`src/rtl/prt_frame_reader.sv`:
```
// prt_frame_reader: drains forwarded frames from the packet reference table onto
// an egress byte stream and frees every slot once its verdict has been handled.
// A downstream stall drops the PRT out of read state, so the frame is re-read
// from entry 0 and the bytes already sent are skipped.
module prt_frame_reader #(
    parameter int unsigned DATA_WIDTH = 8
) (
    input  logic                  CLK,
    input  logic                  RST_N,

    input  logic                  verdict_valid,
    input  logic                  verdict_slot,
    input  logic                  verdict_forward,
    output logic                  verdict_ready,

    output logic                  EN_start_reading_prt_entry,
    output logic                  start_reading_prt_entry_slot,
    input  logic                  RDY_start_reading_prt_entry,

    output logic                  EN_read_prt_entry,
    input  logic [DATA_WIDTH:0]   read_prt_entry,
    input  logic                  RDY_read_prt_entry,

    output logic                  EN_invalidate_prt_entry,
    output logic                  invalidate_prt_entry_slot,
    input  logic                  RDY_invalidate_prt_entry,

    output logic [DATA_WIDTH-1:0] tx_data,
    output logic                  tx_valid,
    output logic                  tx_last,
    input  logic                  tx_ready,

    output logic [15:0]           frames_sent,
    output logic [15:0]           frames_dropped,
    output logic [15:0]           read_restarts
);

    localparam int unsigned CNT_W   = 16;
    localparam int unsigned FIFO_CW = 2;

    typedef enum logic [2:0] {
        S_IDLE    = 3'd0,
        S_START   = 3'd1,
        S_WAIT_RD = 3'd2,
        S_STREAM  = 3'd3,
        S_STALL   = 3'd4,
        S_INVAL   = 3'd5
    } state_t;

    state_t               state;

    // Two-entry verdict FIFO, {slot, forward} per entry.
    logic [1:0]           fifo_slot;
    logic [1:0]           fifo_fwd;
    logic                 wr_ptr;
    logic                 rd_ptr;
    logic [FIFO_CW-1:0]   fifo_cnt;

    // Frame progress tracking.
    logic [DATA_WIDTH-1:0] hold_data;
    logic                  hold_full;
    logic                  last_q;
    logic [CNT_W-1:0]      sent_cnt;
    logic [CNT_W-1:0]      idx;
    logic [CNT_W-1:0]      skip;

    logic                  fifo_full;
    logic                  fifo_empty;
    logic                  head_slot;
    logic                  head_fwd;
    logic                  push;
    logic                  pop;
    logic                  rd_active;
    logic                  skipping;
    logic                  entry_flag;
    logic [DATA_WIDTH-1:0] entry_data;

    // FIFO status and PRT entry field decode.
    always_comb begin
        fifo_full  = (fifo_cnt == FIFO_CW'(2));
        fifo_empty = (fifo_cnt == FIFO_CW'(0));
        head_slot  = fifo_slot[rd_ptr];
        head_fwd   = fifo_fwd[rd_ptr];
        push       = verdict_valid && !fifo_full;
        pop        = (state == S_INVAL) && RDY_invalidate_prt_entry;
        rd_active  = ((state == S_STREAM) || (state == S_WAIT_RD)) && RDY_read_prt_entry;
        skipping   = (idx < skip);
        entry_flag = read_prt_entry[0];
        entry_data = read_prt_entry[DATA_WIDTH:1];
    end

    // PRT method enables and egress handshake, decoded from state and held byte.
    always_comb begin
        EN_start_reading_prt_entry   = 1'b0;
        EN_read_prt_entry            = 1'b0;
        EN_invalidate_prt_entry      = 1'b0;
        tx_valid                     = 1'b0;
        tx_last                      = 1'b0;
        verdict_ready                = !fifo_full;
        start_reading_prt_entry_slot = head_slot;
        invalidate_prt_entry_slot    = head_slot;
        tx_data                      = hold_data;
        case (state)
            S_START: EN_start_reading_prt_entry = RDY_start_reading_prt_entry;
            S_INVAL: EN_invalidate_prt_entry    = RDY_invalidate_prt_entry;
            S_STALL: begin
                tx_valid = 1'b1;
                tx_last  = last_q;
            end
            S_WAIT_RD, S_STREAM: begin
                if (rd_active) begin
                    if (skipping) begin
                        EN_read_prt_entry = 1'b1;
                    end else if (!hold_full) begin
                        EN_read_prt_entry = !entry_flag;
                    end else begin
                        // The entry after the held byte tells whether the held byte is last.
                        tx_valid          = 1'b1;
                        tx_last           = entry_flag;
                        EN_read_prt_entry = tx_ready && !entry_flag;
                    end
                end
            end
            default: ;
        endcase
    end

    // Verdict FIFO, frame progress, counters and state sequencing.
    always_ff @(posedge CLK or negedge RST_N) begin
        if (!RST_N) begin
            state          <= S_IDLE;
            fifo_slot      <= '0;
            fifo_fwd       <= '0;
            wr_ptr         <= 1'b0;
            rd_ptr         <= 1'b0;
            fifo_cnt       <= '0;
            hold_data      <= '0;
            hold_full      <= 1'b0;
            last_q         <= 1'b0;
            sent_cnt       <= '0;
            idx            <= '0;
            skip           <= '0;
            frames_sent    <= '0;
            frames_dropped <= '0;
            read_restarts  <= '0;
        end else begin
            if (push) begin
                fifo_slot[wr_ptr] <= verdict_slot;
                fifo_fwd[wr_ptr]  <= verdict_forward;
                wr_ptr            <= !wr_ptr;
            end
            if (pop) begin
                rd_ptr <= !rd_ptr;
            end
            fifo_cnt <= fifo_cnt + FIFO_CW'(push) - FIFO_CW'(pop);

            case (state)
                S_IDLE: begin
                    if (!fifo_empty) begin
                        if (head_fwd) begin
                            skip     <= '0;
                            sent_cnt <= '0;
                            state    <= S_START;
                        end else begin
                            state <= S_INVAL;
                        end
                    end
                end
                S_START: begin
                    if (RDY_start_reading_prt_entry) begin
                        idx   <= '0;
                        state <= S_WAIT_RD;
                    end
                end
                S_WAIT_RD, S_STREAM: begin
                    if (rd_active) begin
                        state <= S_STREAM;
                        if (skipping) begin
                            idx <= idx + CNT_W'(1);
                        end else if (!hold_full) begin
                            if (entry_flag) begin
                                state <= S_INVAL;
                            end else begin
                                hold_data <= entry_data;
                                hold_full <= 1'b1;
                                sent_cnt  <= sent_cnt + CNT_W'(1);
                                idx       <= idx + CNT_W'(1);
                            end
                        end else if (tx_ready) begin
                            if (entry_flag) begin
                                hold_full <= 1'b0;
                                state     <= S_INVAL;
                            end else begin
                                hold_data <= entry_data;
                                sent_cnt  <= sent_cnt + CNT_W'(1);
                                idx       <= idx + CNT_W'(1);
                            end
                        end else begin
                            // PRT drops out of read state now; remember the end flag for the stall.
                            last_q <= entry_flag;
                            state  <= S_STALL;
                        end
                    end
                end
                S_STALL: begin
                    if (tx_ready) begin
                        hold_full <= 1'b0;
                        if (last_q) begin
                            state <= S_INVAL;
                        end else begin
                            skip          <= sent_cnt;
                            read_restarts <= read_restarts + CNT_W'(1);
                            state         <= S_START;
                        end
                    end
                end
                S_INVAL: begin
                    if (RDY_invalidate_prt_entry) begin
                        if (head_fwd) begin
                            frames_sent <= frames_sent + CNT_W'(1);
                        end else begin
                            frames_dropped <= frames_dropped + CNT_W'(1);
                        end
                        state <= S_IDLE;
                    end
                end
                default: state <= S_IDLE;
            endcase
        end
    end

endmodule

```
`config.mk`:
```
export PLATFORM = sky130hd
export DESIGN_NAME = prt_frame_reader
export DESIGN_NICKNAME = d
export VERILOG_FILES = /design/src/rtl/prt_frame_reader.sv
export SDC_FILE = /design/constraint.sdc
export NUM_CORES = 1
export LEC_CHECK = 0
export ABC_AREA = 1
export CAP_MARGIN = 20
export CORE_MARGIN = 2
export CORE_UTILIZATION = 30
export DETAILED_ROUTE_END_ITERATION = 10
export PLACE_DENSITY = 0.56
export SYNTH_ARGS = -nofsm -noshare
export SYNTH_HDL_FRONTEND = slang
export SYNTH_SLANG_ARGS = --single-unit
```
`constraint.sdc`:
```
create_clock -name CLK -period 4.85 [get_ports CLK]
set_clock_uncertainty 0.15 [all_clocks]
set_input_delay 0.97 -clock CLK [delete_from_list [all_inputs] [get_ports CLK]]
set_output_delay 0.97 -clock CLK [all_outputs]
set_load 0.01 [all_outputs]
```
# == Yosys cells after proc, flatten, opt, wreduce, memory -nomap -nowiden ==
# Index checks and enable logic that the tools add are counted.
# totals
wordCells,136
output_inout_bits,64
regBits,117
in_bits,18
# classes
bitwise_logic,4
reduce_logical,27
addsub,7
mux,62
n_eq_ne,17
magnitude_cmp,4
# ops
cell,n
$mux W16,15
$pmux W16 S2,3
$add A16 B1 Y16 const B,5
$mux W3,11
$mux W8,3
$mux W1,23
$ne A2 B2 Y1 const B,9
$lt A16 B16 Y1,1
$pmux W3 S5,1
$reduce_and A5 Y1,3
$reduce_and A4 Y1,3
$reduce_and A3 Y1,3
$reduce_bool A2 Y1,4
$eq A3 B2 Y1 const B,2
$eq A3 B3 Y1 const B,2
$pmux W1 S2,3
$reduce_and A6 Y1,1
$logic_and A1 B1 Y1,5
$bwmux W2,2
$logic_not A1 Y1,4
$lt A1 B2 Y1 const B,2
$ne A4 B4 Y1 const B,1
$not A1 Y1,4
$eq A3 B1 Y1 const B,1
other kinds (10),10

# == Logic depth before layout (Yosys ltp) ==
# logic_depth
ltp_word,7
depth_mapped,15
ltp_nobuf,14

# == Worst setup path before layout ==
# No wires, ideal clock.
# synth_timing
path_kind,register to output
from,reg idx[9]
to,out EN_read_prt_entry
slack_ns,1.858
arrival_time_ns,1.872
path_stages_with_launch,10
n_path_buf,1
path_cell_list,dfrtp_1 ha_1 a21oi_1 o21ai_0 a21oi_1 nand2_2 nand3_1 nand3_2 buf_2 nor2_1
# synth_via
elab_chain_cells,4
# synth_lines
item,line_no,text
start: declaration,64,logic [CNT_W-1:0] idx;
start signal: assignment,179,idx <= idx + CNT_W'(1);
start signal: assignment,187,idx <= idx + CNT_W'(1);
start signal: assignment,196,idx <= idx + CNT_W'(1);
$lt A16 B16 Y1,87,skipping = (idx < skip);
$mux W1,112,if (skipping) begin
$mux W1,111,if (rd_active) begin
$mux W1,103,case (state)
end: declaration,20,"output logic EN_read_prt_entry,"
# Every way passes these cells.

# == Worst setup path after layout ==
# Ends and elaborated chain as after synthesis.

==> flow_summary_export.csv <==
group,metric,value,unit
sta,fmaxAchievable,238,MHz
clock_network,ctsHoldBuffers,0,
logic_synthesis,synth_warnings,0,
logic_synthesis,async_flop_share,1.00,
route,drcViolationCount,0,
worst_setup_path,rr_endpoint,"sent_cnt[2]$_DFFE_PN0P_",
logic_synthesis,synth_most_common_cell,"nand2_1",
clock_network,numCtsBuffers,17,
logic_synthesis,synth_edf_count,0,
route,postRouteAntennaNets,0,
route,firstDrtPassIters,5,
sta,period_needed,4.21,ns
clock_network,cts_max_path_buffers,2,
logic_synthesis,ys_seq_area_frac,0.457,
worst_setup_path,end_kind,"output pin",
worst_setup_path,r2r-start,"state[2]$_DFFE_PN0P_",
pwr,leakagePower,3.75,nW
logic_synthesis,synthMuxAreaShare,0.00176,
worst_setup_path,cp-startpoint,"idx[9]$_DFFE_PN0P_",
placed_design,gp_congestion,0.807,
logic_synthesis,synth_area_leaders,"dfrtp_1 46%, nand2_1 10%, xor2_1 5.3%",
sta,hold_viol_final,0,
floorplanning,rows,53,
finish,antenna_cells,0,
floorplanning,die_w,150,um
logic_synthesis,synth_ff_type,"dfrtp_1",
logic_synthesis,synth_compound_area_frac,0.0689,
logic_synthesis,synth_top_family_by_area,"simple AND/OR/NAND/NOR gates",
floorplanning,core,21000,sq um
clock_network,cts-root-buf,"clkbuf_16",
sta,fin_crit_sh,0.868,
route,drt_iter0_drc,336,
clock_network,htree_levels,4,
logic_synthesis,synthAdderAreaFrac,0.0429,
clock_network,post-cts-setup-buffers,0,
worst_setup_path,r2r_slack,2.02,ns
global_routing,grt.overflow.total,0,
finish,stdcell_count,1142,
global_routing,grt_pass1_wl,25000,um
sta,rsz0062_at_grt,"false",
sta,setup_tns,0,ns
logic_synthesis,syn_nets,804,
placed_design,port_buffers,81,
clock_network,clock_sinks,117,
floorplanning,io_pins,82,
sta,finalSetupViolCount,0,
clock_network,cts_resized,0,
pwr,power_density,458,nW/um^2
route,wl,14500,um
finish,final_layout_size_suffix_gt1_frac,0.101,
sta,slew_headroom,0.355,
finish,fillers,2116,
clock_network,clock_latency,0.42,ns
clock_network,cts_tree,"yes",
route,wl_per_cell,12.7,um
hold_path,hp-class,"reg -> reg",
worst_setup_path,crit_required,3.73,ns
route,vias_per_cell,4.56,
sta,worst_pin_slew,0.966,ns
logic_synthesis,synth_xor_area_frac,0.0833,
placed_design,placed_cells,1110,
worst_setup_path,path_class,"reg -> out",
run,maxCapViolations,0,
worst_setup_path,worst_ep_arrival_time,3.09,ns
worst_setup_path,critPathLaunchType,"flip-flop",
global_routing,grt_pass1_vias,5001,
logic_synthesis,syn_area,6410,sq um
finish,area_delta_synth_final,27.4,%
logic_synthesis,synth_largest_area_cell,"dfrtp_1",
clock_network,clk_pin_slew,0.06,ns
sta,setup_slack,0.641,ns
placed_design,preCtsSetupSlack,0.837,ns
floorplanning,initial_core_util,0.305,
logic_synthesis,ys_ff_latch,117,
finish,fin_nets,894,
logic_synthesis,avgSynthCellArea,8.39,sq um
status,status,"finished, final reports clean",
placed_design,dpl.hpwl,10500,um
logic_synthesis,synth-simple-area-share,0.281,
route,vias,5206,
pwr,ir_drop,240,uV
worst_setup_path,r2r_cells,9,
global_routing,grt_use_total,0.139,
logic_synthesis,ys_types,40,
worst_setup_path,crit_fanout,12,
sta,maxSlewViolCount,0,
global_routing,grt_start_max_net_pins,63,
logic_synthesis,postSynthCellCount,764,
logic_synthesis,synthTopCellsByCount,"178 x nand2_1, 117 x dfrtp_1, 88 x inv_1, 62 x nand3_1, 52 x nor2_1",
worst_setup_path,critPathCapture,"EN_read_prt_entry",
logic_synthesis,post-synth-top-area-fraction,0.457,
global_routing,antenna_found_initial,0,
floorplanning,dieArea,22600,sq um
floorplanning,die_h,150,um
metal layers:
layer,part of all wire,vias up,track usage
li1,-,2653,-
met1,0.50,2440,0.195
met2,0.45,102,0.209
met3,0.040,11,0.0388
met4,0.0094,0,0.0415
met5,0,-,0
power breakdown:
part / internal, mW / total [mW] / switching (mW)
combinational: 0.433 / 1.14 / 0.707
clock: 0.866 / 1.34 / 0.472
sequential: 1.12 / 1.26 / 0.137
total: 2.42 / 3.74 / 1.32
registers in the layout (all words and copies together) (netlist names):
signal / cells
tx_data: 8
frames_sent: 16
hold_full: 1
skip: 16
rd_ptr: 1
read_restarts: 16
last_q: 1
wr_ptr: 1
state: 3
frames_dropped: 16
fifo_slot: 2
sent_cnt: 16
fifo_fwd: 2
idx: 16
fifo_cnt: 2
worst min path at each step:
stage,start,to,slack [ns],cells after the start
floorplan,fifo_slot[1]$_DFFE_PN0P_,fifo_slot[1]$_DFFE_PN0P_,0.30,2
global placement,fifo_slot[1]$_DFFE_PN0P_,fifo_slot[1]$_DFFE_PN0P_,0.31,2
detailed placement,fifo_slot[1]$_DFFE_PN0P_,fifo_slot[1]$_DFFE_PN0P_,0.33,2
CTS,fifo_slot[1]$_DFFE_PN0P_,fifo_slot[1]$_DFFE_PN0P_,0.34,2
global route,tx_data[4]$_DFFE_PN0P_,tx_data[4]$_DFFE_PN0P_,0.36,2
finish,fifo_slot[1]$_DFFE_PN0P_,fifo_slot[1]$_DFFE_PN0P_,0.33,2
cell type report:
type | instances | area [sq um] | share of cell area
flip-flops and latches | 117 | 2930 | 0.359
repair buffers | 86 | 858 | 0.105
inverters | 91 | 344 | 0.0421
clock inverters | 14 | 200 | 0.0245
clock buffers | 18 | 429 | 0.0526
multi-input cells | 541 | 3060 | 0.375
well taps | 275 | 344 | 0.0421
cells in the final DEF (no fill, tap or decap), types with 5 or more instances in the layout:
master,count
nor4_1,5
a21oi_1,18
nand4_1,10
nor3_1,23
dfrtp_1,117
xor2_1,39
clkbuf_16,17
o21ai_0,46
nor2_4,6
nor2_1,52
ha_1,22
nand3_1,62
o21ai_1,12
xnor2_1,22
or2_2,11
clkdlybuf4s50_1,80
nand2_2,8
nand2_1,178
inv_1,88
buf_4,5
per-stage QoR:
| stage | utilization | hold WS [ns] | instance area (sq um) | power [mW] |
|---|---|---|---|---|
| floorplan | - | 0.298 | 6410 | 1.98 |
| detailed placement | 0.359 | 0.328 | 7540 | 2.43 |
| CTS | 0.388 | 0.343 | 8170 | 3.80 |
| global route | 0.388 | 0.361 | 8170 | 3.98 |
| finish | 0.388 | 0.332 | 8170 | 3.74 |
| global placement | 0.359 | 0.314 | 7540 | 2.42 |
cells by family after synthesis:
family / Yosys count
adders and majority gates: 22
buffers and inverters: 106
xor gates and xnor gates: 61
AOI/OAI and AO/OA: 81
muxes: 1
DFF: 117
and+or+nand+nor: 376
critical path, stage by stage (launching register included):
cell and delay (ns):
dfrtp_1 0.46, ha_1 0.34, a21oi_1 0.14, o21ai_0 0.10, a21oi_1 0.21, nand2_2 0.17
nand3_1 0.43, nand3_2 0.13, nor2_1 0.12, clkdlybuf4s50_1 0.56
Power figures use the tool's default switching activity.
